--- src/rtl/picomips_io_pkg.sv ---
// Shared types and defaults for the picoMIPS board I/O front end.
// Sequencer states and the common data width live here.
package picomips_io_pkg;

  localparam int DATA_W_DEF = 8;

  typedef enum logic [1:0] {
    CAPTURE = 2'd0,
    COLLECT = 2'd1,
    SHOW    = 2'd2
  } seq_state_e;

endpackage

--- src/rtl/btn_debounce.sv ---
// Button synchroniser and debouncer.
// Emits a one-cycle press pulse on each accepted rising level.
module btn_debounce #(
  parameter int SYNC_STAGES  = 2,
  parameter int DEBOUNCE_CYC = 4
) (
  input  logic fastclk,
  input  logic reset,
  input  logic btn_raw,
  output logic level,
  output logic press
);

  localparam int CW = (DEBOUNCE_CYC > 1) ? $clog2(DEBOUNCE_CYC) : 1;
  localparam logic [CW-1:0] CNT_LAST = CW'(DEBOUNCE_CYC - 1);

  logic [SYNC_STAGES-1:0] r_sync;
  logic [CW-1:0]          r_cnt;
  logic                   r_level;
  logic                   r_level_d;
  logic                   r_press;
  logic                   w_sync;

  assign w_sync = r_sync[SYNC_STAGES-1];
  assign level  = r_level;
  assign press  = r_press;

  always_ff @(posedge fastclk) begin
    if (reset) begin
      r_sync    <= '0;
      r_cnt     <= '0;
      r_level   <= 1'b0;
      r_level_d <= 1'b0;
      r_press   <= 1'b0;
    end else begin
      r_sync    <= {r_sync[SYNC_STAGES-2:0], btn_raw};
      r_level_d <= r_level;
      r_press   <= r_level & ~r_level_d;
      // count consecutive cycles the synced value disagrees with level
      if (w_sync != r_level) begin
        if (r_cnt == CNT_LAST) begin
          r_level <= w_sync;
          r_cnt   <= '0;
        end else begin
          r_cnt <= r_cnt + 1'b1;
        end
      end else begin
        r_cnt <= '0;
      end
    end
  end

endmodule

--- src/rtl/sw_operand_sequencer.sv ---
// Switch operand capture, core handshake and LED result stepping.
// Operands go out one per press; results come back and show in turn.
module sw_operand_sequencer
  import picomips_io_pkg::*;
#(
  parameter int DATA_W       = DATA_W_DEF,
  parameter int N_IN         = 2,
  parameter int N_OUT        = 2,
  parameter int SYNC_STAGES  = 2,
  parameter int DEBOUNCE_CYC = 4,
  localparam int IW = (N_IN  > 1) ? $clog2(N_IN)  : 1,
  localparam int OW = (N_OUT > 1) ? $clog2(N_OUT) : 1
) (
  input  logic              fastclk,
  input  logic              reset,
  input  logic [DATA_W-1:0] sw_data,
  input  logic              sw_btn,
  output logic [DATA_W-1:0] op_data,
  output logic [IW-1:0]     op_idx,
  output logic              op_valid,
  input  logic              op_ready,
  input  logic [DATA_W-1:0] res_data,
  input  logic              res_valid,
  output logic              res_ready,
  output logic [DATA_W-1:0] led,
  output logic [OW-1:0]     disp_idx,
  output logic              busy
);

  localparam logic [IW-1:0] IN_LAST  = IW'(N_IN - 1);
  localparam logic [OW-1:0] OUT_LAST = OW'(N_OUT - 1);

  seq_state_e        r_state;
  logic [IW-1:0]     r_in_cnt;
  logic [OW-1:0]     r_out_cnt;
  logic [DATA_W-1:0] r_buf [N_OUT];
  logic [DATA_W-1:0] r_op_data;
  logic [IW-1:0]     r_op_idx;
  logic              r_op_valid;
  logic [DATA_W-1:0] r_led;
  logic [OW-1:0]     r_disp_idx;
  logic              w_level;
  logic              w_press_raw;
  logic              w_press;

  btn_debounce #(
    .SYNC_STAGES  (SYNC_STAGES),
    .DEBOUNCE_CYC (DEBOUNCE_CYC)
  ) u_btn (
    .fastclk (fastclk),
    .reset   (reset),
    .btn_raw (sw_btn),
    .level   (w_level),
    .press   (w_press_raw)
  );

  assign w_press   = w_press_raw & w_level;
  assign op_data   = r_op_data;
  assign op_idx    = r_op_idx;
  assign op_valid  = r_op_valid;
  assign led       = r_led;
  assign disp_idx  = r_disp_idx;
  assign busy      = (r_state != CAPTURE);
  assign res_ready = (r_state == COLLECT);

  always_ff @(posedge fastclk) begin
    if (reset) begin
      r_state    <= CAPTURE;
      r_in_cnt   <= '0;
      r_out_cnt  <= '0;
      r_op_data  <= '0;
      r_op_idx   <= '0;
      r_op_valid <= 1'b0;
      r_led      <= '0;
      r_disp_idx <= '0;
      for (int i = 0; i < N_OUT; i++) r_buf[i] <= '0;
    end else begin
      unique case (r_state)
        CAPTURE: begin
          if (r_op_valid && op_ready) begin
            r_op_valid <= 1'b0;
            if (r_in_cnt == IN_LAST) begin
              r_state   <= COLLECT;
              r_in_cnt  <= '0;
              r_out_cnt <= '0;
            end else begin
              r_in_cnt <= r_in_cnt + 1'b1;
            end
          end else if (w_press && !r_op_valid) begin
            r_op_data  <= sw_data;
            r_op_idx   <= r_in_cnt;
            r_op_valid <= 1'b1;
          end
        end
        COLLECT: begin
          if (res_valid) begin
            r_buf[r_out_cnt] <= res_data;
            if (r_out_cnt == OUT_LAST) begin
              r_state    <= SHOW;
              r_out_cnt  <= '0;
              r_disp_idx <= '0;
              // with one result, buf[0] is being written this very cycle
              r_led <= (r_out_cnt == '0) ? res_data : r_buf[0];
            end else begin
              r_out_cnt <= r_out_cnt + 1'b1;
            end
          end
        end
        SHOW: begin
          if (w_press) begin
            if (r_disp_idx != OUT_LAST) begin
              r_disp_idx <= r_disp_idx + 1'b1;
              r_led      <= r_buf[r_disp_idx + 1'b1];
            end else begin
              r_state  <= CAPTURE;
              r_in_cnt <= '0;
            end
          end
        end
        default: r_state <= CAPTURE;
      endcase
    end
  end

endmodule
--- config.mk ---
export PLATFORM = sky130hd
export DESIGN_NAME = sw_operand_sequencer
export DESIGN_NICKNAME = d
export VERILOG_FILES = /design/src/rtl/picomips_io_pkg.sv /design/src/rtl/btn_debounce.sv /design/src/rtl/sw_operand_sequencer.sv
export SDC_FILE = /design/constraint.sdc
export NUM_CORES = 1
export LEC_CHECK = 0
export CAP_MARGIN = 20
export CORE_ASPECT_RATIO = 0.7
export CORE_MARGIN = 5
export CORE_UTILIZATION = 49
export CTS_CLUSTER_SIZE = 14
export DETAILED_ROUTE_END_ITERATION = 8
export GPL_TIMING_DRIVEN = 0
export PLACE_DENSITY = 0.84
export SLEW_MARGIN = 20
export SYNTH_ARGS = -nofsm -noshare
export SYNTH_HDL_FRONTEND = slang
export SYNTH_SLANG_ARGS = --single-unit
--- constraint.sdc ---
create_clock -name fastclk -period 2.24 [get_ports fastclk]
set_clock_uncertainty 0.2 [all_clocks]
set_input_delay 0.224 -clock fastclk [delete_from_list [all_inputs] [get_ports fastclk]]
set_output_delay 0.224 -clock fastclk [all_outputs]
set_load 0.02 [all_outputs]
## Word level (Yosys, flattened, before mapping)

Memory sizes are Yosys's and may differ from the RTL's.
Cells that the tools add are included.

- Add/subtract/negate cells: 4
- Equal/unequal tests: 11
- Multiplexer cells: 38
- Bitwise operators: 5
- Reductions and logical operators: 19

Operators with widths:

| cell | number |
|---|---|
| 8-bit two-way mux | 5 |
| 1-bit two-way mux | 22 |
| 8-bit one-hot mux with 2 select lines | 1 |
| 2-bit two-way mux | 6 |
| 2-bit != test, second input constant | 6 |
| 4-bit AND reduction | 3 |
| 2-bit nonzero test | 5 |
| 8-bit OR reduction | 1 |
| 1-bit one-hot mux with 2 select lines | 3 |
| 2-bit one-hot mux with 3 select lines | 1 |
| 6-bit AND reduction | 1 |
| 5-bit AND reduction | 1 |
| 2-bit == test, second input constant | 2 |
| 2-bit AND reduction | 2 |
| 1-bit adder, second input constant | 3 |
| 1-bit inverter | 3 |
| 3-bit AND reduction | 1 |
| 3-bit OR reduction | 1 |
| 2-bit by 1-bit adder with 2-bit output, second input constant | 1 |
| 1-bit bitwise AND | 2 |
| 2-bit by 1-bit == test with 1-bit output, second input constant | 1 |
| 1-bit logical AND | 2 |
| 2-bit zero test | 1 |
| 2-bit by 1-bit != test with 1-bit output, second input constant | 1 |
| 2 further kinds | 2 |

- Register bits after elaboration: 30
- Bits in writable memories: 16
- Bits of input ports: 21
- Output and inout port bits: 21
- Memories kept: 1

Memories:

| name | words | bits a word | rd ports | clocked after memory_dff | wr ports | RTL line | source |
|---|---|---|---|---|---|---|---|
| r_buf | 2 | 8 | 2 | 0 | 2 | sw_operand_sequencer.sv:36 | `logic [DATA_W-1:0] r_buf [N_OUT];` |

## Logic depth before layout (Yosys ltp)

Gate-level depths: netlist of run 1.

- Depth after elaboration: 6
- Depth in mapped cells: 5

## By module

Synthesis of run 1 repeated with hierarchy kept, for this count alone.

- Cell total of the unflattened synthesis: 179
- Area, all modules: 1956.9 sq um

Modules (own cells, without submodules):

| module | times used | cells an instance | area an instance (sq um) | seq. area each (sq um) |
|---|---|---|---|---|
| sw_operand_sequencer | 1 | 162 | 1732.9 | 940.9 |
| btn_debounce | 1 | 17 | 224.0 | 140.1 |

## Worst setup path after synthesis of run 1

OpenSTA, ideal clock, no wires.

- Kind: reg2reg
- Start: register r_state[1]
- End: memory r_buf[0][0] (netlist bit) (enable)
- Library setup time: 0.310 ns
- Arrival: 1.123 ns
- Path slack: 0.608 ns
- Cell stages (with the launch flop): 4
- Path buffers: 0
- Path through: dfxtp_1 > nand2b_1 > nor4b_2 > or2_2

RTL lines:

| element | RTL line | source |
|---|---|---|
| start, declared | sw_operand_sequencer.sv:33 | `seq_state_e r_state;` |
| start signal, assigned | sw_operand_sequencer.sv:68 | `r_state <= CAPTURE;` |
| start signal, assigned | sw_operand_sequencer.sv:83 | `r_state <= COLLECT;` |
| start signal, assigned | sw_operand_sequencer.sv:99 | `r_state <= SHOW;` |
| end, declared | sw_operand_sequencer.sv:36 |  |

## Final worst setup path of run 1

- Start: register r_state[0]
- End: output port busy

- Longest elaborated chain between the ends: 1

Ends and longest elaborated chain:

| element | RTL line | source |
|---|---|---|
| 2-bit nonzero test | sw_operand_sequencer.sv:63 | `assign busy = (r_state != CAPTURE);` |
| end, declared | sw_operand_sequencer.sv:27 | `output logic busy` |

No other way between the ends.

==> metrics.md, run 1 <==
| Metric | Value |
|---|---|
| Synth Area in XOR/XNOR | `0.457%` |
| Inserted Diodes | `0` |
| Tmin final | `roughly 2100 ps` |
| Critical path's slowest cell | `clkdlybuf4s50_1` |
| Leak Pwr | `approximately 0.87 nW` |
| Top-count cell post-synth | `dfxtp_1` |
| Kind of cell adding the most delay to the critical path | `buffers and inverters` |
| Max-cap violations | `0` |
| Max clock buf depth | `2` |
| Post-synth top area share | `31.4%` |
| Worst path cell trace | `buf_2, or2_2, clkdlybuf4s50_1` |
| DRT Pass-1 Iters | `4` |
| Total number of vias | `1473` |
| Final slew viol count | `0` |
| Post-synth net total | `196` |
| Adder-Cell Fraction of Synth Area | `less than 1%` |
| Final Hold Slack | `215 ps` |
| FFs w/ async S/R, synth | `0%` |
| Max_slew headroom | `roughly 56%` |
| Max frequency | `0.468 GHz` |
| Iter 0 DRT Violations | `approximately 120` |
| Synthesized area | `about 1900 um2` |
| Mux contribution to synthesized area | `5.23%` |
| Power Density | `between 500 and 600 nW/um2` |
| Main combinational cell family by area after synthesis | `simple AND/OR/NAND/NOR gates` |
| Area grow syn2layout | `29.4%` |
| Design area | `2480 um2` |
| Seq cells post-synth | `46` |
| Crit-path max FO | `10` |
| Antenna viol nets, final | `0` |
| Fraction of layout cells with a size suffix above 1 | `8.97%` |
| Post-DP Area | `2390 um2` |
| Final hold vios | `0` |
| Post-synth top cells | `dfxtp_1, a211oi_1, and2_1, edfxtp_1` |
| CP bufs+invs | `2` |
| Number of clock sinks | `46` |
| Min-delay worst type | `reg2reg` |
| NumNets Final | `244` |
| DRC violations left | `0` |
| Remaining Overflow, GRT | `0` |
| Synth Warn # | `0` |
| Ys flop type | `dfxtp_1` |
| First-pass GRT wire length | `6.44 mm` |
| Critical path startpoint category | `flip-flop` |
| Number of port buffers | `41` |
| Crit Path Class | `reg2out` |
| Ports | `42` |
| Die Span X | `84.7 um` |
| Later-pin clock latency in the skew report | `approximately 290 ps` |
| Unrepaired setup endpoints after global routing | `false` |
| Vias in the first global route | `1381` |
| Seq/Total Area, Yosys | `between 50% and 60%` |
| Distinct cell type count after synthesis | `36` |
| Placer's final routability congestion estimate | `0.808` |
| Complex-gate fraction of the synthesized area | `15.0%` |
| Clock root buffer | `clkbuf_8` |
| Worst Path Required | `1820 ps` |
| Synth Instances | `174` |
| Maximum VDD drop | `0.320 mV` |
| Crit. End Element | `output pin` |
| Via-to-Cell Ratio | `5.36` |
| Chip height | `62.3 um` |
| Hpwl dp | `2.87 mm` |
| Detailed-route wire length | `3.98 mm` |
| Number of buffers created by CTS | `5` |
| Core Footprint | `3850 um2` |
| Synth area leaders | `dfxtp_1, edfxtp_1, a211oi_1, and2_1, mux2i_1` |
| Worst path arrival time | `~1700 ps` |
| Status | `complete, no violations` |
| Slowest cell delay on critical path | `about 550 ps` |
| GRT Resource Usage Total | `15.2%` |
| Syn Area/Cell | `about 11 um2` |
| H-tree depth | `2` |
| Initial antenna violation count | `0` |
| Synth area leader | `dfxtp_1` |
| Total die area | `between 5000 and 6000 um2` |
| EDFF count, synth | `16` |
| Starting Density | `49.7%` |
| Slew @ Worst Pin | `655 ps` |
| FP Rows | `19` |
| Fin crit share | `95.4%` |
| TritonCTS clock tree | `yes` |
| Pin count of the biggest net entering global routing | `15` |
| Wire per inst | `14.5 um` |
| Synth Area in Simple Gates | `between 10% and 20%` |
| Fillers | `around 300` |
| Clock edge transition at the registers on the reported setup and hold paths | `90 ps` |
| Setup violations, final | `0` |
-- worst register-to-register path, cell delays in order, from the launching register on --
cell and delay (ps):
dfxtp_1 340, nand2b_1 190, nor4b_2 580, or2_2 350
-- stage by stage --
stage / setup slack, ps / utilization, % / power [mW] / setup TNS (ps) / instances
after floorplan: 608 / - / 0.914 / 0 / 174
after global placement: -66.4 / 62.1 / 0.960 / -530 / 267
after detailed placement: -150 / 62.1 / 0.962 / -1200 / 267
after CTS: 106 / 64.3 / 1.43 / 0 / 275
after global routing: 52.6 / 64.4 / 1.48 / 0 / 275
final: 104 / 64.4 / 1.43 / 0 / 275
-- cell type report --
cell class	instances	area [um2]	area share, %
buffer	10	53.8	2.17
clock buffer	5	68.8	2.78
clock inverter	3	16.3	0.656
inverter	4	15.0	0.606
multi-input combinational	114	766	30.9
sequential	46	1080	43.6
tap	52	65.1	2.62
timing repair buffer	41	413	16.7
-- cells by family after synthesis --
group,Yosys count
buffers and inverters,14
adders and majority gates,1
muxes,10
xor gates and xnor gates,1
and+or+nand+nor,57
AOI/OAI and AO/OA,45
DFF,46
-- where the power goes --
group / internal, mW / switching, mW
sequential: 0.872 / 0.00347
clock: 0.214 / 0.274
combinational: 0.0382 / 0.0277
total: 1.12 / 0.305
-- routing by layer --
layer,GRT usage [%],up-vias,part of all wire (%)
li1,-,735,-
met1,20.1,696,47
met2,24.0,38,47
met3,3.43,4,4.7
met4,6.52,0,1.1
met5,0,-,0
-- state kept, by name, summed over array words and instances, names as in the netlist --
name             cells
disp_idx             1
led                  8
op_data              8
op_idx               1
op_valid             1
r_buf               16
r_in_cnt             1
r_out_cnt            1
r_state              2
u_btn.level          1
u_btn.press          1
u_btn.r_cnt          2
u_btn.r_level_d      1
u_btn.r_sync         2
-- final timing paths --
check / from / endpoint / slack, ps / depth (start not counted)
setup / recovery: r_state[0] / busy / 100 / 3
setup reg to reg: r_state[1] / r_buf[0][0] / 270 / 3
hold / removal: u_btn.r_level_d / u_btn.press / 210 / 1
hold reg to reg: u_btn.r_level_d / u_btn.press / 210 / 1
-- cells in the final DEF (no fill, tap or decap), types with 6 or more instances in the layout --
cell	netlist	layout
a211oi_1	16	16
a21oi_1	12	12
and2_1	16	16
clkdlybuf4s50_1	0	40
dfxtp_1	30	30
edfxtp_1	16	16
mux2i_1	10	10
nand3_1	10	10
nor2b_1	6	6
o21ai_0	12	12
-- what timing repair did --
| item | CTS | global route |
|---|---|---|
| setup endpoints to repair | 0 | 1 |
| hold buffers | 0 | 0 |
| gates resized for setup | 0 | 1 |
| setup buffers | 0 | 0 |
Power figures use the tool's default switching activity.
==> run 2: changes to the inputs <==
--- a/config.mk
+++ b/config.mk
@@ -5,6 +5,7 @@
 export SDC_FILE = /design/constraint.sdc
 export NUM_CORES = 1
 export LEC_CHECK = 0
+export ABC_AREA = 1
 export CAP_MARGIN = 20
 export CORE_ASPECT_RATIO = 0.7
 export CORE_MARGIN = 5
==> run 2 against run 1 <==
Net effect: design area decreased by 1.1%; clock power decreased by 2%; non-clock buffer count decreased by 5; register-to-register slack got worse by 30 ps; sequential share of layout area increased by 0.47 points; flip-flop and latch count unchanged; synthesized cell count increased by 30%; fmax increased by 2.0%; utilization increased by 3.3 points; first-iteration DRC count increased by 18%; highest routed layer unchanged.
==> metrics.md, run 2 <==
| Metric | Value |
|---|---|
| Status | `complete, no violations (unchanged)` |
| Number of port buffers | `41 (unchanged)` |
| Design area | `2450 um2 (was 2480 um2)` |
| Number of buffers created by CTS | `5 (unchanged)` |
| Synth Instances | `226 (was 174)` |
| Max reg flops | `16 (unchanged)` |
| Fin crit share | `93.5% (was 95.4%)` |
| Final slew viol count | `0 (unchanged)` |
| EDFF count, synth | `16 (unchanged)` |
| Antenna viol nets, final | `0 (unchanged)` |
| Reg with most FFs | `r_buf (unchanged)` |
| H-tree depth | `2 (unchanged)` |
| Later-pin clock latency in the skew report | `290 ps (about the same)` |
| Post-synth top area share | `31.7% (was 31.4%)` |
| Synth area leader | `dfxtp_1 (unchanged)` |
| DRT Pass-1 Iters | `4 (unchanged)` |
| Post-synth top cells | `nand2_1, nor2_1, dfxtp_1 (was dfxtp_1, a211oi_1, and2_1, edfxtp_1)` |
| Fillers | `294 (was 301)` |
| Total die area | `5230 um2 (was 5280 um2)` |
| Synth Warn # | `0 (unchanged)` |
| Setup Total Neg Slack | `0 ps (unchanged)` |
| Iter 0 DRT Violations | `146 (was 124)` |
| Final Non-Filler Cells | `325 (was 275)` |
| Seq cells post-synth | `46 (unchanged)` |
| Placer's final routability congestion estimate | `0.893 (was 0.808)` |
| Ports | `42 (unchanged)` |
| Post-DP Area | `2370 um2 (was 2390 um2)` |
| First-pass GRT wire length | `6.69 mm (was 6.44 mm)` |
| Ys flop type | `dfxtp_1 (unchanged)` |
| Final hold vios | `0 (unchanged)` |
| Most common cell after layout, fill and taps aside | `nand2_1 (was clkdlybuf4s50_1)` |
| Die Span X | `84.3 um (was 84.7 um)` |
| Crit-path max FO | `10 (unchanged)` |
| Max_slew headroom | `69.8% (was 56.2%)` |
| Starting Density | `52.3% (was 49.7%)` |
| DP Cell Count | `317 (was 267)` |
| Remaining Overflow, GRT | `0 (unchanged)` |
| DRC violations left | `0 (unchanged)` |
| Max-cap violations | `0 (unchanged)` |
| Hold buffers post-CTS | `0 (unchanged)` |
| R2r setup slk | `240 ps (was 270 ps)` |
| FP Rows | `18 (was 19)` |
| Pin count of the biggest net entering global routing | `15 (unchanged)` |
| Inserted Diodes | `0 (unchanged)` |
| Synthesized area | `1900 um2 (was 1920 um2)` |
| Distinct cell type count after synthesis | `25 (was 36)` |
| Seq/Total Area, Yosys | `57.0% (was 56.4%)` |
| Maximum VDD drop | `0.465 mV (was 0.320 mV)` |
| Fraction of layout cells with a size suffix above 1 | `9.09% (was 8.97%)` |
| R2R depth | `4 (was 3)` |
| Area grow syn2layout | `29.4% (about the same)` |
| Via-to-Cell Ratio | `4.97 (was 5.36)` |
| Worst path arrival time | `1840 ps (was 1710 ps)` |
| TritonCTS clock tree | `yes (unchanged)` |
| Crit Path Class | `in2reg (was reg2out)` |
| Clock edge transition at the registers on the reported setup and hold paths | `80 ps (was 90 ps)` |
| Worst Path Required | `1990 ps (was 1820 ps)` |
| Number of clock sinks | `46 (unchanged)` |
| Max clock buf depth | `2 (unchanged)` |
| Clock root buffer | `clkbuf_8 (unchanged)` |
| Post-synth net total | `248 (was 196)` |
| Sequential cell area | `1080 um2 (unchanged)` |
| NumNets Final | `296 (was 244)` |
| Tmin final | `2090 ps (was 2140 ps)` |
| Crit. End Element | `flip-flop (was output pin)` |
| Syn Area/Cell | `8.39 um2 (was 11.0 um2)` |
| Multi-input logic area | `688 um2 (was 766 um2)` |
| Vias in the first global route | `1489 (was 1381)` |
| Power Density | `581 nW/um2 (was 577 nW/um2)` |
| Total number of vias | `1615 (was 1473)` |
| Core Footprint | `3630 um2 (was 3850 um2)` |
| Leak Pwr | `1.01 nW (was 0.875 nW)` |
| FFs w/ async S/R, synth | `0% (unchanged)` |
| Critical path startpoint category | `input port (was flip-flop)` |
| Most frequent cells in the layout | `nand2_1, clkdlybuf4s50_1, nor2_1 (was clkdlybuf4s50_1, dfxtp_1, and2_1, a211oi_1, edfxtp_1)` |
| Top-count cell post-synth | `nand2_1 (was dfxtp_1)` |
| Worst hold stages | `1 (unchanged)` |
| Unrepaired setup endpoints after global routing | `false (unchanged)` |
| Initial antenna violation count | `0 (unchanged)` |
| GRT Resource Usage Total | `16.4% (was 15.2%)` |
| Min-delay worst type | `reg2reg (unchanged)` |
| Chip height | `62.0 um (was 62.3 um)` |
| Slew @ Worst Pin | `452 ps (was 655 ps)` |
| Total Power | `1.42 mW (was 1.43 mW)` |
| Setup violations, final | `0 (unchanged)` |
| Synth area leaders | `dfxtp_1, edfxtp_1, nand2_1, nor2_1, a21oi_1 (was dfxtp_1, edfxtp_1, a211oi_1, and2_1, mux2i_1)` |
| Max frequency | `0.478 GHz (was 0.468 GHz)` |
| Hpwl dp | `2.97 mm (was 2.87 mm)` |
| Detailed-route wire length | `4.15 mm (was 3.98 mm)` |
| Wire per inst | `12.8 um (was 14.5 um)` |
run 2: cell types whose count changed in the layout (fill, tap and decap cells not counted), moves of 6 or more:
cell | previous run | this run
a211oi_1 | 16 | 0
a21oi_1 | 12 | 21
and2_1 | 16 | 0
inv_1 | 2 | 21
mux2i_1 | 10 | 0
nand2_1 | 3 | 51
nor2_1 | 5 | 36
nor2b_1 | 6 | 0
o21ai_0 | 12 | 2
o21ai_1 | 0 | 9
run 2: cells by family (layout without fill, tap and decap cells):
| group | count (synthesis) | in the layout | synth area share, % |
|---|---|---|---|
| AO/OA/AOI/OAI | 35 | 35 | 9.64 |
| adder cells (fa/ha/maj) | 1 | 1 | 0.660 |
| AND/OR/NAND/NOR | 113 | 113 | 26.0 |
| buffers and inverters | 31 | 80 | 6.67 |
| flip-flops | 46 | 46 | 57.0 |
run 2: cell type report:
cell class | count | area share [%]
sequential | 46 | 44.1
multi-input combinational | 149 | 28.1
timing repair buffer | 41 | 16.7
inverter | 26 | 3.98
clock buffer | 6 | 2.96
tap | 50 | 2.55
buffer | 5 | 1.22
clock inverter | 2 | 0.408
run 2: what timing repair did:
item	4_1_cts	5_1_grt
endpoints found under the setup margin	0	8
gates resized for setup	0	2
buffers inserted	0	0
run 2: path summary, 6_finish.rpt:
check,start,endpoint
worst max-delay path,reset,r_buf[0][0]
worst min-delay path,u_btn.r_level_d,u_btn.press
worst max register to register,r_state[0],r_buf[0][0]
worst min register to register,u_btn.r_level_d,u_btn.press
run 2: metrics by stage:
stage	util [%]	setup slack, ps	hold WS, ps
2_1_floorplan	-	584	131
3_3_place_gp	65.3	-188	177
3_5_place_dp	65.3	-218	186
4_1_cts	67.6	91.8	191
5_1_grt	67.6	74.6	196
6_report	67.6	146	192
run 2: critical path, cell delays in order:
cell             delay (ps)
clkdlybuf4s50_1         440
clkbuf_2                230
nor2_1                  120
nand3_1                 340
nand2_1                 470
run 2: layer usage:
metal,track usage [%],routed length [um]
met1,21.1,1870
met2,26.4,1940
met3,4.22,313
met4,8.13,25
met5,0,0
run 2: power by group:
part	internal [mW]	switching (mW)
clock network	0.216	0.260
logic	0.0396	0.0323
registers	0.873	0.00380
